==> src/rtl/calc_pkg.sv <==
// Shared definitions for the calculator datapath helpers.
//   calc_state_e : search controller states (IDLE, QUERY, DONE)
//   CALC_WIDTH   : default operand/result width
//   REPLY_*      : one-hot compare reply encodings, ordered {lt, eq, gt}
package calc_pkg;

  typedef enum logic [1:0] {
    IDLE  = 2'd0,
    QUERY = 2'd1,
    DONE  = 2'd2
  } calc_state_e;

  localparam int CALC_WIDTH = 8;

  localparam logic [2:0] REPLY_LT = 3'b100;
  localparam logic [2:0] REPLY_EQ = 3'b010;
  localparam logic [2:0] REPLY_GT = 3'b001;

endpackage

==> src/rtl/sar_search.sv <==
// Successive-approximation search engine (compare-interface initiator).
// Presents trial values to a magnitude-compare responder holding a hidden
// target and rebuilds that target MSB-first from the lt/eq/gt replies.
//
// Ports:
//   clk, rst_n                 clock, asynchronous active-low reset
//   start                      begin a search (sampled only in IDLE)
//   busy                       search in progress
//   query_valid, query_data    trial value offered to the responder
//   resp_valid, resp_lt/eq/gt  responder reply (accepted while query_valid)
//   done                       one-cycle pulse at the end of a search
//   result, found, error       outcome, held until the next accepted start
//
// Build option: SAR_EARLY_EXIT_EN -- when defined, an eq reply finishes the
// search immediately with the current trial as the result. When undefined,
// eq is treated as lt and every bit is always queried.
//
// state | meaning
// IDLE  | waiting for start; outputs hold the last outcome
// QUERY | trial on query_data, waiting for a reply
// DONE  | one-cycle done pulse, then back to IDLE
module sar_search
  import calc_pkg::*;
#(
  parameter int WIDTH = CALC_WIDTH
) (
  input  logic             clk,
  input  logic             rst_n,
  input  logic             start,
  output logic             busy,
  output logic             query_valid,
  output logic [WIDTH-1:0] query_data,
  input  logic             resp_valid,
  input  logic             resp_lt,
  input  logic             resp_eq,
  input  logic             resp_gt,
  output logic             done,
  output logic [WIDTH-1:0] result,
  output logic             found,
  output logic             error
);

  localparam int BW = $clog2(WIDTH);

  calc_state_e      state_q, state_d;
  logic [WIDTH-1:0] acc_q, acc_d;
  logic [BW-1:0]    bit_q, bit_d;
  logic [WIDTH-1:0] qdata_q, qdata_d;
  logic [WIDTH-1:0] result_q, result_d;
  logic             found_q, found_d;
  logic             error_q, error_d;

  logic [2:0]       reply;
  logic             reply_onehot;
  logic [WIDTH-1:0] acc_keep;

  always_ff @(posedge clk or negedge rst_n) begin
    if (!rst_n) begin
      state_q  <= IDLE;
      acc_q    <= '0;
      bit_q    <= '0;
      qdata_q  <= '0;
      result_q <= '0;
      found_q  <= 1'b0;
      error_q  <= 1'b0;
    end else begin
      state_q  <= state_d;
      acc_q    <= acc_d;
      bit_q    <= bit_d;
      qdata_q  <= qdata_d;
      result_q <= result_d;
      found_q  <= found_d;
      error_q  <= error_d;
    end
  end

  always_comb begin
    state_d  = state_q;
    acc_d    = acc_q;
    bit_d    = bit_q;
    qdata_d  = qdata_q;
    result_d = result_q;
    found_d  = found_q;
    error_d  = error_q;

    reply        = {resp_lt, resp_eq, resp_gt};
    reply_onehot = (reply == REPLY_LT) || (reply == REPLY_EQ) || (reply == REPLY_GT);
    // The trial is acc with the bit under test set, so keeping the bit
    // is simply adopting the trial.
    acc_keep     = (reply == REPLY_GT) ? acc_q : qdata_q;

    case (state_q)
      IDLE: begin
        if (start) begin
          state_d = QUERY;
          acc_d   = '0;
          bit_d   = BW'(WIDTH - 1);
          qdata_d = WIDTH'(1) << (WIDTH - 1);
          found_d = 1'b0;
          error_d = 1'b0;
        end
      end

      QUERY: begin
        if (resp_valid) begin
          if (!reply_onehot) begin
            error_d  = 1'b1;
            found_d  = 1'b0;
            result_d = acc_q;
            qdata_d  = '0;
            state_d  = DONE;
          end else begin
`ifdef SAR_EARLY_EXIT_EN
            if (reply == REPLY_EQ) begin
              acc_d    = qdata_q;
              result_d = qdata_q;
              found_d  = 1'b1;
              qdata_d  = '0;
              state_d  = DONE;
            end else
`endif
            if (bit_q == '0) begin
              acc_d    = acc_keep;
              result_d = acc_keep;
              found_d  = 1'b1;
              qdata_d  = '0;
              state_d  = DONE;
            end else begin
              acc_d   = acc_keep;
              bit_d   = bit_q - BW'(1);
              qdata_d = acc_keep | (WIDTH'(1) << (bit_q - BW'(1)));
            end
          end
        end
      end

      DONE: begin
        state_d = IDLE;
      end

      default: begin
        state_d = IDLE;
      end
    endcase
  end

  assign busy        = (state_q == QUERY);
  assign query_valid = (state_q == QUERY);
  assign query_data  = qdata_q;
  assign done        = (state_q == DONE);
  assign result      = result_q;
  assign found       = found_q;
  assign error       = error_q;

endmodule

==> config.mk <==
export PLATFORM = sky130hd
export DESIGN_NAME = sar_search
export DESIGN_NICKNAME = d
export VERILOG_FILES = /design/src/rtl/calc_pkg.sv /design/src/rtl/sar_search.sv
export SDC_FILE = /design/constraint.sdc
export NUM_CORES = 1
export LEC_CHECK = 0
export CORE_MARGIN = 2
export CORE_UTILIZATION = 45
export CTS_CLUSTER_SIZE = 30
export DETAILED_ROUTE_END_ITERATION = 16
export PLACE_DENSITY = 0.72
export SYNTH_ARGS = -nofsm -noshare
export SYNTH_HDL_FRONTEND = slang
export SYNTH_SLANG_ARGS = --single-unit
==> constraint.sdc <==
create_clock -name clk -period 1.65 [get_ports clk]
set_input_delay 0.33 -clock clk [delete_from_list [all_inputs] [get_ports clk]]
set_output_delay 0.33 -clock clk [all_outputs]
set_load 0.05 [all_outputs]
; Word-level counts from Yosys, hierarchy flattened
; Cells that the tools add are included.
[op_classes]
n_addsub = 1
eq_ne = 12
shift = 1
n_mux = 30
n_bitwise = 1
reduce_logical = 12
[op_table]
columns = op, n
row1 = two-way mux 8 bit, 10
row2 = case mux 8 bit (2 select lines), 2
row3 = two-way mux 3 bit, 4
row4 = AND reduction 4 bit, 3
row5 = AND reduction 3 bit, 3
row6 = two-way mux 2 bit, 4
row7 = bitwise OR 8 bit, 1
row8 = left shift 1 x 3 -> 8 bit (first input constant), 1
row9 = two-way mux 1 bit, 6
row10 = inequality test 2 x 1 -> 1 bit (second input constant), 3
row11 = inequality test 2 bit (second input constant), 3
row12 = case mux 3 bit (2 select lines), 1
row13 = AND reduction 5 bit, 1
row14 = case mux 1 bit (2 select lines), 2
row15 = case mux 2 bit (2 select lines), 1
row16 = == test 3 x 1 -> 1 bit (second input constant), 1
row17 = == test 3 x 2 -> 1 bit (second input constant), 1
row18 = == test 3 bit (second input constant), 1
row19 = logical NOT 3 bit, 1
row20 = inequality test 3 x 2 -> 1 bit (second input constant), 1
row21 = subtractor 3 x 1 -> 3 bit (second input constant), 1
row22 = == test 2 x 1 -> 1 bit (second input constant), 1
row23 = == test 2 bit (second input constant), 1
row24 = logical NOT 2 bit, 1
row25 = 2 further kinds, 3
[word_totals]
register_bits = 31
in_bits = 7
out_inout_bits = 21
elab_cells = 64

; Depth between registers and ports, before layout
; Gate-level depths: netlist of the first run.
[logic_depth]
word_depth = 7
mapped_depth = 7
ltp_nobuf = 6

; Least setup slack after synthesis of the first run
; No wires, ideal clock.
[synth_path]
path_type = reg-to-reg
start = register bit_q[0]
end = register result_q[0], in the netlist result[0]
setup_time_ns = 0.125
t_arrival_ns = 1.577
required_time_ns = 1.525
slack_ns = -0.052
path_stages_with_launch = 8
n_path_buf = 1
period_less_slack_ns = 1.702
path_cell_list = dfrtp_1 -> inv_1 -> ha_1 -> inv_1 -> o221ai_4 -> nor2b_4 -> buf_12 -> mux2_4
[synth_via]
elab_chain_cells = 3
[synth_rtl]
columns = item, line_no
row1 = from (decl), sar_search.sv:47  ; logic [BW-1:0] bit_q, bit_d;
row2 = from (signal assigned), sar_search.sv:69  ; bit_q <= bit_d;
row3 = logical NOT 3 bit, sar_search.sv:122  ; if (bit_q == '0) begin
row4 = inequality test 2 x 1 -> 1 bit (no line), --
row5 = AND reduction 3 bit (no line), --
row6 = to (signal assigned), sar_search.sv:71  ; result_q <= result_d;
row7 = to (decl), sar_search.sv:49  ; logic [WIDTH-1:0] result_q, result_d;
; No other way between the ends.
; A chain may end at the register's enable or synchronous reset.

; Final worst setup path of the first run
[layout_path]
start = register bit_q[1]
end = register result_q[4], in the netlist result[4]
; The elaborated chain is that of the path after synthesis.

==> results.sh, run 1 <==
export IMPL_yosys_register_bits=31
export IMPL_numCtsBuffers=5
export IMPL_place_area_um2=2250
export IMPL_power_internal_w=0.00196
export IMPL_ys_seq_area_share_pct=44.8
export IMPL_crit_path_start_kind="flop"
export IMPL_vias_per_cell=5.32
export IMPL_yosys_area_top_type="dfrtp_1"
export IMPL_ys_types=34
export IMPL_clock_sinks=31
export IMPL_ir_worst_vdd_v=0.000769
export IMPL_worst_pin_slew_ps=279
export IMPL_power_static_leakage_nw=1.14
export IMPL_synth_area_leaders="dfrtp_1, mux2_4, mux2_2"
export IMPL_synth_edf_count=0
export IMPL_avgRoutedWirePerCell_um=15.3
export IMPL_arrival_ps=1760
export IMPL_crit_path_start="bit_q[1]$_DFFE_PN0P_"
export IMPL_slew_headroom_pct=80.8
export IMPL_io_pins=28
export IMPL_min_period_ps=1600
export IMPL_synth_most_common_cell="dfrtp_1"
export IMPL_vias=1283
export IMPL_power_density_nw_per_um2=1400
export IMPL_n_antenna_cell=0
export IMPL_syn_avg_cell_area_um2=12.2
export IMPL_clk_pin_slew_ps=60
export IMPL_drtIter0Drc=30
export IMPL_cts_tree="yes"
export IMPL_grt_usage_pct=19.8
export IMPL_max_freq_mhz=626
export IMPL_rrSetupSlack_ps=50
export IMPL_initial_core_util_pct=47.0
export IMPL_hold_viol=0
export IMPL_clock_latency_ps=270
export IMPL_outcome="completed"
export IMPL_holdWs_ps=268
export IMPL_drt_total_wl_mm=3.69
export IMPL_r2r_start="bit_q[1]$_DFFE_PN0P_"
export IMPL_r2r_cells=7
export IMPL_swShare_pct=41.0
export IMPL_power_share_clock_pct=16.0
export IMPL_synth_async_reset_ratio_pct=100
export IMPL_synthCells=142
export IMPL_drive_gt1_share_pct=44.6
export IMPL_fin_crit_sh_pct=96.9
export IMPL_fin_nets=208
export IMPL_worst_path_max_fanout=10
export IMPL_end_kind="flop"
export IMPL_maxCapViolations=0
export IMPL_syn_to_final_growth_pct=36.7
export IMPL_timing_rr_end="result[4]$_DFFE_PN0P_"
export IMPL_portBuffers=27
export IMPL_die_area_um2=4360
export IMPL_setup_viol=0
export IMPL_slew_viol_final=0
export IMPL_synth_common_cells="dfrtp_1, nand2_1, mux2_2"
export IMPL_htree_levels=2
export IMPL_cts_hold_fix_buffers=0
export IMPL_row_count=22
export IMPL_nFillCells=301
export IMPL_syn_area_um2=1730
export IMPL_p_total_w=0.00331
export IMPL_drc_errors=0
export IMPL_worstHoldPathType="input port to async pin"
export IMPL_endpoint="result[4]$_DFFE_PN0P_"
export IMPL_cts_root_buf="clkbuf_8"
export IMPL_worstPathRequired_ps=1810
export IMPL_finalInstanceArea_um2=2370
export IMPL_antenna_found_initial=0
export IMPL_p_switching_w=0.00136
export IMPL_grt_pass1_vias=1349
export IMPL_grt_pass1_wl_mm=6.49
export IMPL_dp_hpwl_mm=2.73
export IMPL_die_height_um=66.1
export IMPL_p_seq_share_pct=32.7
export IMPL_core_um2=3690
export IMPL_grt_overflow=0
export IMPL_grt_max_degree=30
export IMPL_drt_antenna_violating_nets=0
export IMPL_gp_congestion=0.743
export IMPL_die_w_um=66.1
export IMPL_combPwrFrac_pct=51.3
export IMPL_clockBufferDepth=2
export IMPL_synth_top_area_share_pct=44.8
export IMPL_yosysWarnings=0
export IMPL_synth_ff_type="dfrtp_1"
export IMPL_drt_pre_antenna_iters=4
export IMPL_rsz0062_at_grt="yes"
export IMPL_critPathKind="flop to flop"
export IMPL_skew_ps=3.60
export IMPL_syn_num_nets=156
==> critical path: stages (launching register included) <==
cell and delay (ps):
dfrtp_1 390, inv_2 70, ha_1 140, inv_1 70, o221ai_4 170, nor2b_4 190
buf_12 150, mux2_4 300
==> power by group through the flow <==
stage	combinational [W]	sequential, W	clock [W]
6_report	0.00170	0.00108	0.000531
5_1_grt	0.00182	0.00111	0.000575
4_1_cts	0.00170	0.00108	0.000543
3_5_place_dp	0.00168	0.00110	0
3_3_place_gp	0.00164	0.00108	0
2_1_floorplan	0.000680	0.00143	0
==> placed cells by master (no fill, tap or decap), types with 7 or more instances in the layout <==
cell type,Yosys,layout
buf_4,3,35
dfrtp_1,31,31
buf_12,1,11
nand2_1,10,10
mux2_2,9,9
mux2_4,8,8
nor2_1,7,7
mux2i_1,8,7
a22o_1,7,7
o2bb2ai_1,7,7
==> area by class of cell <==
class / instances / area (um^2) / area share, %
tap: 48 / 60.1 / 2.54
timing repair buffer: 53 / 552 / 23.3
multi-input combinational: 95 / 878 / 37.1
clock buffer: 6 / 72.6 / 3.06
sequential: 31 / 776 / 32.8
inverter: 8 / 30.0 / 1.27
==> state kept, by name, indices dropped and copies added, names as in the netlist <==
| signal | flops |
|---|---|
| error | 1 |
| result | 8 |
| found | 1 |
| state_q | 2 |
| acc_q | 8 |
| bit_q | 3 |
| query_data | 8 |
==> cells by family (layout without fill, tap and decap cells) <==
family          Yosys count  in the layout  synth area share [%]
fa+ha+maj                 7              7                  5.05
flops                    31             31                  44.8
compound gates           35             35                  17.1
buf+inv                  16             67                  5.70
simple gates             25             25                  7.37
xor+xnor                  3              3                  2.60
mux                      25             25                  17.4
==> worst min-delay path by stage <==
stage | startpoint | to | slack, ps | depth (start not counted)
5_1_grt | rst_n | error$_DFFE_PN0P_ | 280 | 1
2_1_floorplan | rst_n | acc_q[0]$_DFFE_PN0P_ | 30 | 0
6_report | rst_n | error$_DFFE_PN0P_ | 270 | 1
3_5_place_dp | state_q[1]$_DFFE_PN0P_ | state_q[0]$_DFFE_PN0P_ | 450 | 1
4_1_cts | rst_n | found$_DFFE_PN0P_ | 260 | 1
3_3_place_gp | state_q[1]$_DFFE_PN0P_ | state_q[0]$_DFFE_PN0P_ | 440 | 1
==> per-layer routing <==
layer  up-vias  routed length [um]  GRT usage (%)  part of all wire [%]
li1        611                   -              -                     -
met1       635                1590           25.0                    43
met2        26                1860           32.6                    50
met3        11                 119           3.92                   3.2
met4         0                 116           9.44                   3.1
met5         -                   0              0                     0
==> metrics by stage <==
stage	utilization (%)	setup WS [ps]	TNS (ps)	std cells
finish	64.2	51.3	0	241
global route	64.2	-33.3	-219	241
CTS	64.1	1.95	0	241
detailed placement	60.9	-579	-13400	233
global placement	60.9	-521	-11830	233
floorplan	-	2.27	0	142
==> timing repair <==
item                                    4_1_cts  5_1_grt
cloned                                        1        0
endpoints found under the setup margin       28       17
resized for setup                             8        5
buffers inserted                              1        0
(Power assumes the default switching activity.)
==> run 2: changes to the inputs <==
--- a/config.mk
+++ b/config.mk
@@ -5,11 +5,12 @@
 export SDC_FILE = /design/constraint.sdc
 export NUM_CORES = 1
 export LEC_CHECK = 0
+export ABC_AREA = 1
 export CORE_MARGIN = 2
 export CORE_UTILIZATION = 45
 export CTS_CLUSTER_SIZE = 30
 export DETAILED_ROUTE_END_ITERATION = 16
-export PLACE_DENSITY = 0.72
+export PLACE_DENSITY = 0.69
 export SYNTH_ARGS = -nofsm -noshare
 export SYNTH_HDL_FRONTEND = slang
 export SYNTH_SLANG_ARGS = --single-unit
==> constraint.sdc (replaced) <==
create_clock -name clk -period 1.8 [get_ports clk]
set_input_delay 0.36 -clock clk [delete_from_list [all_inputs] [get_ports clk]]
set_output_delay 0.36 -clock clk [all_outputs]
set_load 0.05 [all_outputs]
==> results.sh, run 2 <==
export IMPL_die_w_um=66.8
export IMPL_synth_async_reset_ratio_pct=100
export IMPL_drt_pre_antenna_iters=4
export IMPL_r2r_start="bit_q[0]$_DFFE_PN0P_"
export IMPL_numCtsBuffers=5
export IMPL_gp_congestion=0.856
export IMPL_die_height_um=66.8
export IMPL_drtIter0Drc=121
export IMPL_min_period_ps=1640
export IMPL_fin_crit_sh_pct=91.2
export IMPL_grt_overflow=0
export IMPL_synth_most_common_cell="nand2_1"
export IMPL_synthCells=225
export IMPL_drt_antenna_violating_nets=0
export IMPL_yosys_area_top_type="dfrtp_1"
export IMPL_worst_slack_ps=158
export IMPL_synth_top_area_share_pct=43.8
export IMPL_yosysWarnings=0
export IMPL_maxCapViolations=0
export IMPL_clock_sinks=31
export IMPL_r2r_cells=8
export IMPL_crit_path_start_kind="flop"
export IMPL_grt_pass1_wl_mm=6.82
export IMPL_drt_total_wl_mm=3.93
export IMPL_syn_area_um2=1770
export IMPL_syn_to_final_growth_pct=25.2
export IMPL_ys_types=23
export IMPL_tns_ps=0
export IMPL_vias=1579
export IMPL_post_cts_buffers=0
export IMPL_core_um2=3720
export IMPL_hold_viol=0
export IMPL_synth_common_cells="nand2_1, dfrtp_1, nand3_1, inv_1, o21ai_1"
export IMPL_power_static_leakage_nw=1.20
export IMPL_ir_worst_vdd_v=0.00115
export IMPL_worst_pin_slew_ps=395
export IMPL_n_antenna_cell=0
export IMPL_rrSetupSlack_ps=200
export IMPL_clockBufferDepth=2
export IMPL_power_density_nw_per_um2=1580
export IMPL_avgRoutedWirePerCell_um=12.6
export IMPL_row_count=22
export IMPL_syn_num_nets=239
export IMPL_stdcell_count=311
export IMPL_critPathKind="flop to output pin"
export IMPL_dp_hpwl_mm=2.92
export IMPL_cts_tree="yes"
export IMPL_holdWs_ps=461
export IMPL_antenna_found_initial=0
export IMPL_yosys_register_bits=31
export IMPL_grt_pass1_vias=1585
export IMPL_ys_seq_area_share_pct=43.8
export IMPL_drc_errors=0
export IMPL_max_freq_mhz=609
export IMPL_mostFrequentLayoutCells="nand2_1, dfrtp_1, nand3_1, buf_4, inv_1"
export IMPL_final_common_cell="nand2_1"
export IMPL_drive_gt1_share_pct=19.0
export IMPL_initial_core_util_pct=47.7
export IMPL_synth_ff_type="dfrtp_1"
export IMPL_portBuffers=27
export IMPL_outcome="completed"
export IMPL_synth_edf_count=0
export IMPL_clk_pin_slew_ps=70
export IMPL_io_pins=28
export IMPL_slew_viol_final=0
export IMPL_worstHoldPathType="input port to async pin"
export IMPL_fin_nets=276
export IMPL_worstPathRequired_ps=1440
export IMPL_cts_root_buf="clkbuf_8"
export IMPL_vias_per_cell=5.08
export IMPL_clock_latency_ps=290
export IMPL_htree_levels=2
export IMPL_cts_hold_fix_buffers=0
export IMPL_syn_avg_cell_area_um2=7.88
export IMPL_arrival_ps=1280
export IMPL_grt_usage_pct=20.7
export IMPL_skew_ps=11.4
export IMPL_grt_max_degree=32
export IMPL_worst_path_max_fanout=4
export IMPL_end_kind="output pin"
export IMPL_slew_headroom_pct=73.6
export IMPL_die_area_um2=4460
export IMPL_setup_viol=0
export IMPL_ctsResizeCount=0
export IMPL_placedCellCount=303
export IMPL_post_place_ws_ps=-34.0
export IMPL_synth_area_leaders="dfrtp_1, nand2_1, nand3_1"
export IMPL_timing_rr_end="query_data[6]$_DFFE_PN0P_"
export IMPL_rsz0062_at_grt="no"
run 2: cell type report:
cell class | instances | area, um^2
flip-flops and latches | 31 | 776
multi-input cells | 178 | 910
repair buffers | 35 | 315
fillers | 342 | 1500
well taps | 48 | 60.1
inverters | 11 | 41.3
clock inverters | 2 | 35.0
clock buffers | 6 | 82.6
run 2: where the power goes:
group          internal, W  switching (W)  total, W
sequential        0.000851       0.000144  0.000995
clock             0.000448       0.000284  0.000732
combinational     0.000606        0.00117   0.00178
run 2: how the worst max path moves through the flow:
stage | from | to | slack, ps | cells after the start
floorplan | state_q[1]$_DFFE_PN0P_ | done | 210 | 2
detailed placement | resp_lt | query_data[5]$_DFFE_PN0P_ | -30 | 7
CTS | state_q[1]$_DFFE_PN0P_ | done | 130 | 3
global placement | resp_lt | result[5]$_DFFE_PN0P_ | 2 | 9
finish | state_q[1]$_DFFE_PN0P_ | done | 160 | 3
global route | bit_q[0]$_DFFE_PN0P_ | query_data[6]$_DFFE_PN0P_ | 50 | 8
run 2: critical path, cell delays in order, from the launching register on:
cell	delay [ps]
dfrtp_1	540
inv_1	90
nor2_1	190
buf_12	170
run 2: metal layers:
layer	vias to the layer above	routed length [um]	GRT usage, %
met5	-	0	0
met4	0	80	9.44
met3	7	185	6.42
met2	28	1850	33.4
met1	744	1820	25.3
li1	800	-	-
run 2: per-stage QoR:
stage | instance area (um^2) | util, % | total power, W
floorplan | 1770 | - | 0.00225
global placement | 2100 | 56.5 | 0.00278
detailed placement | 2100 | 56.5 | 0.00278
CTS | 2220 | 59.7 | 0.00352
global route | 2220 | 59.7 | 0.00375
finish | 2220 | 59.7 | 0.00350
run 2: cells by family after synthesis:
kind of cell             after synthesis  synth area share (%)
AND/OR/NAND/NOR                      153                  40.4
flip-flops                            31                  43.8
AO/OA/AOI/OAI                         18                  5.79
buffers and inverters                 16                  5.08
adder cells (fa/ha/maj)                7                  4.94
==> run 3: changes to the inputs <==
--- a/config.mk
+++ b/config.mk
@@ -8,6 +8,7 @@
 export ABC_AREA = 1
 export CORE_MARGIN = 2
 export CORE_UTILIZATION = 45
+export CTS_BUF_LIST = sky130_fd_sc_hd__clkbuf_4 sky130_fd_sc_hd__clkbuf_8 sky130_fd_sc_hd__clkbuf_16
 export CTS_CLUSTER_SIZE = 30
 export DETAILED_ROUTE_END_ITERATION = 16
 export PLACE_DENSITY = 0.69
==> results of run 3 <==
Final layout, timing and power as in run 2 (identical DEF).
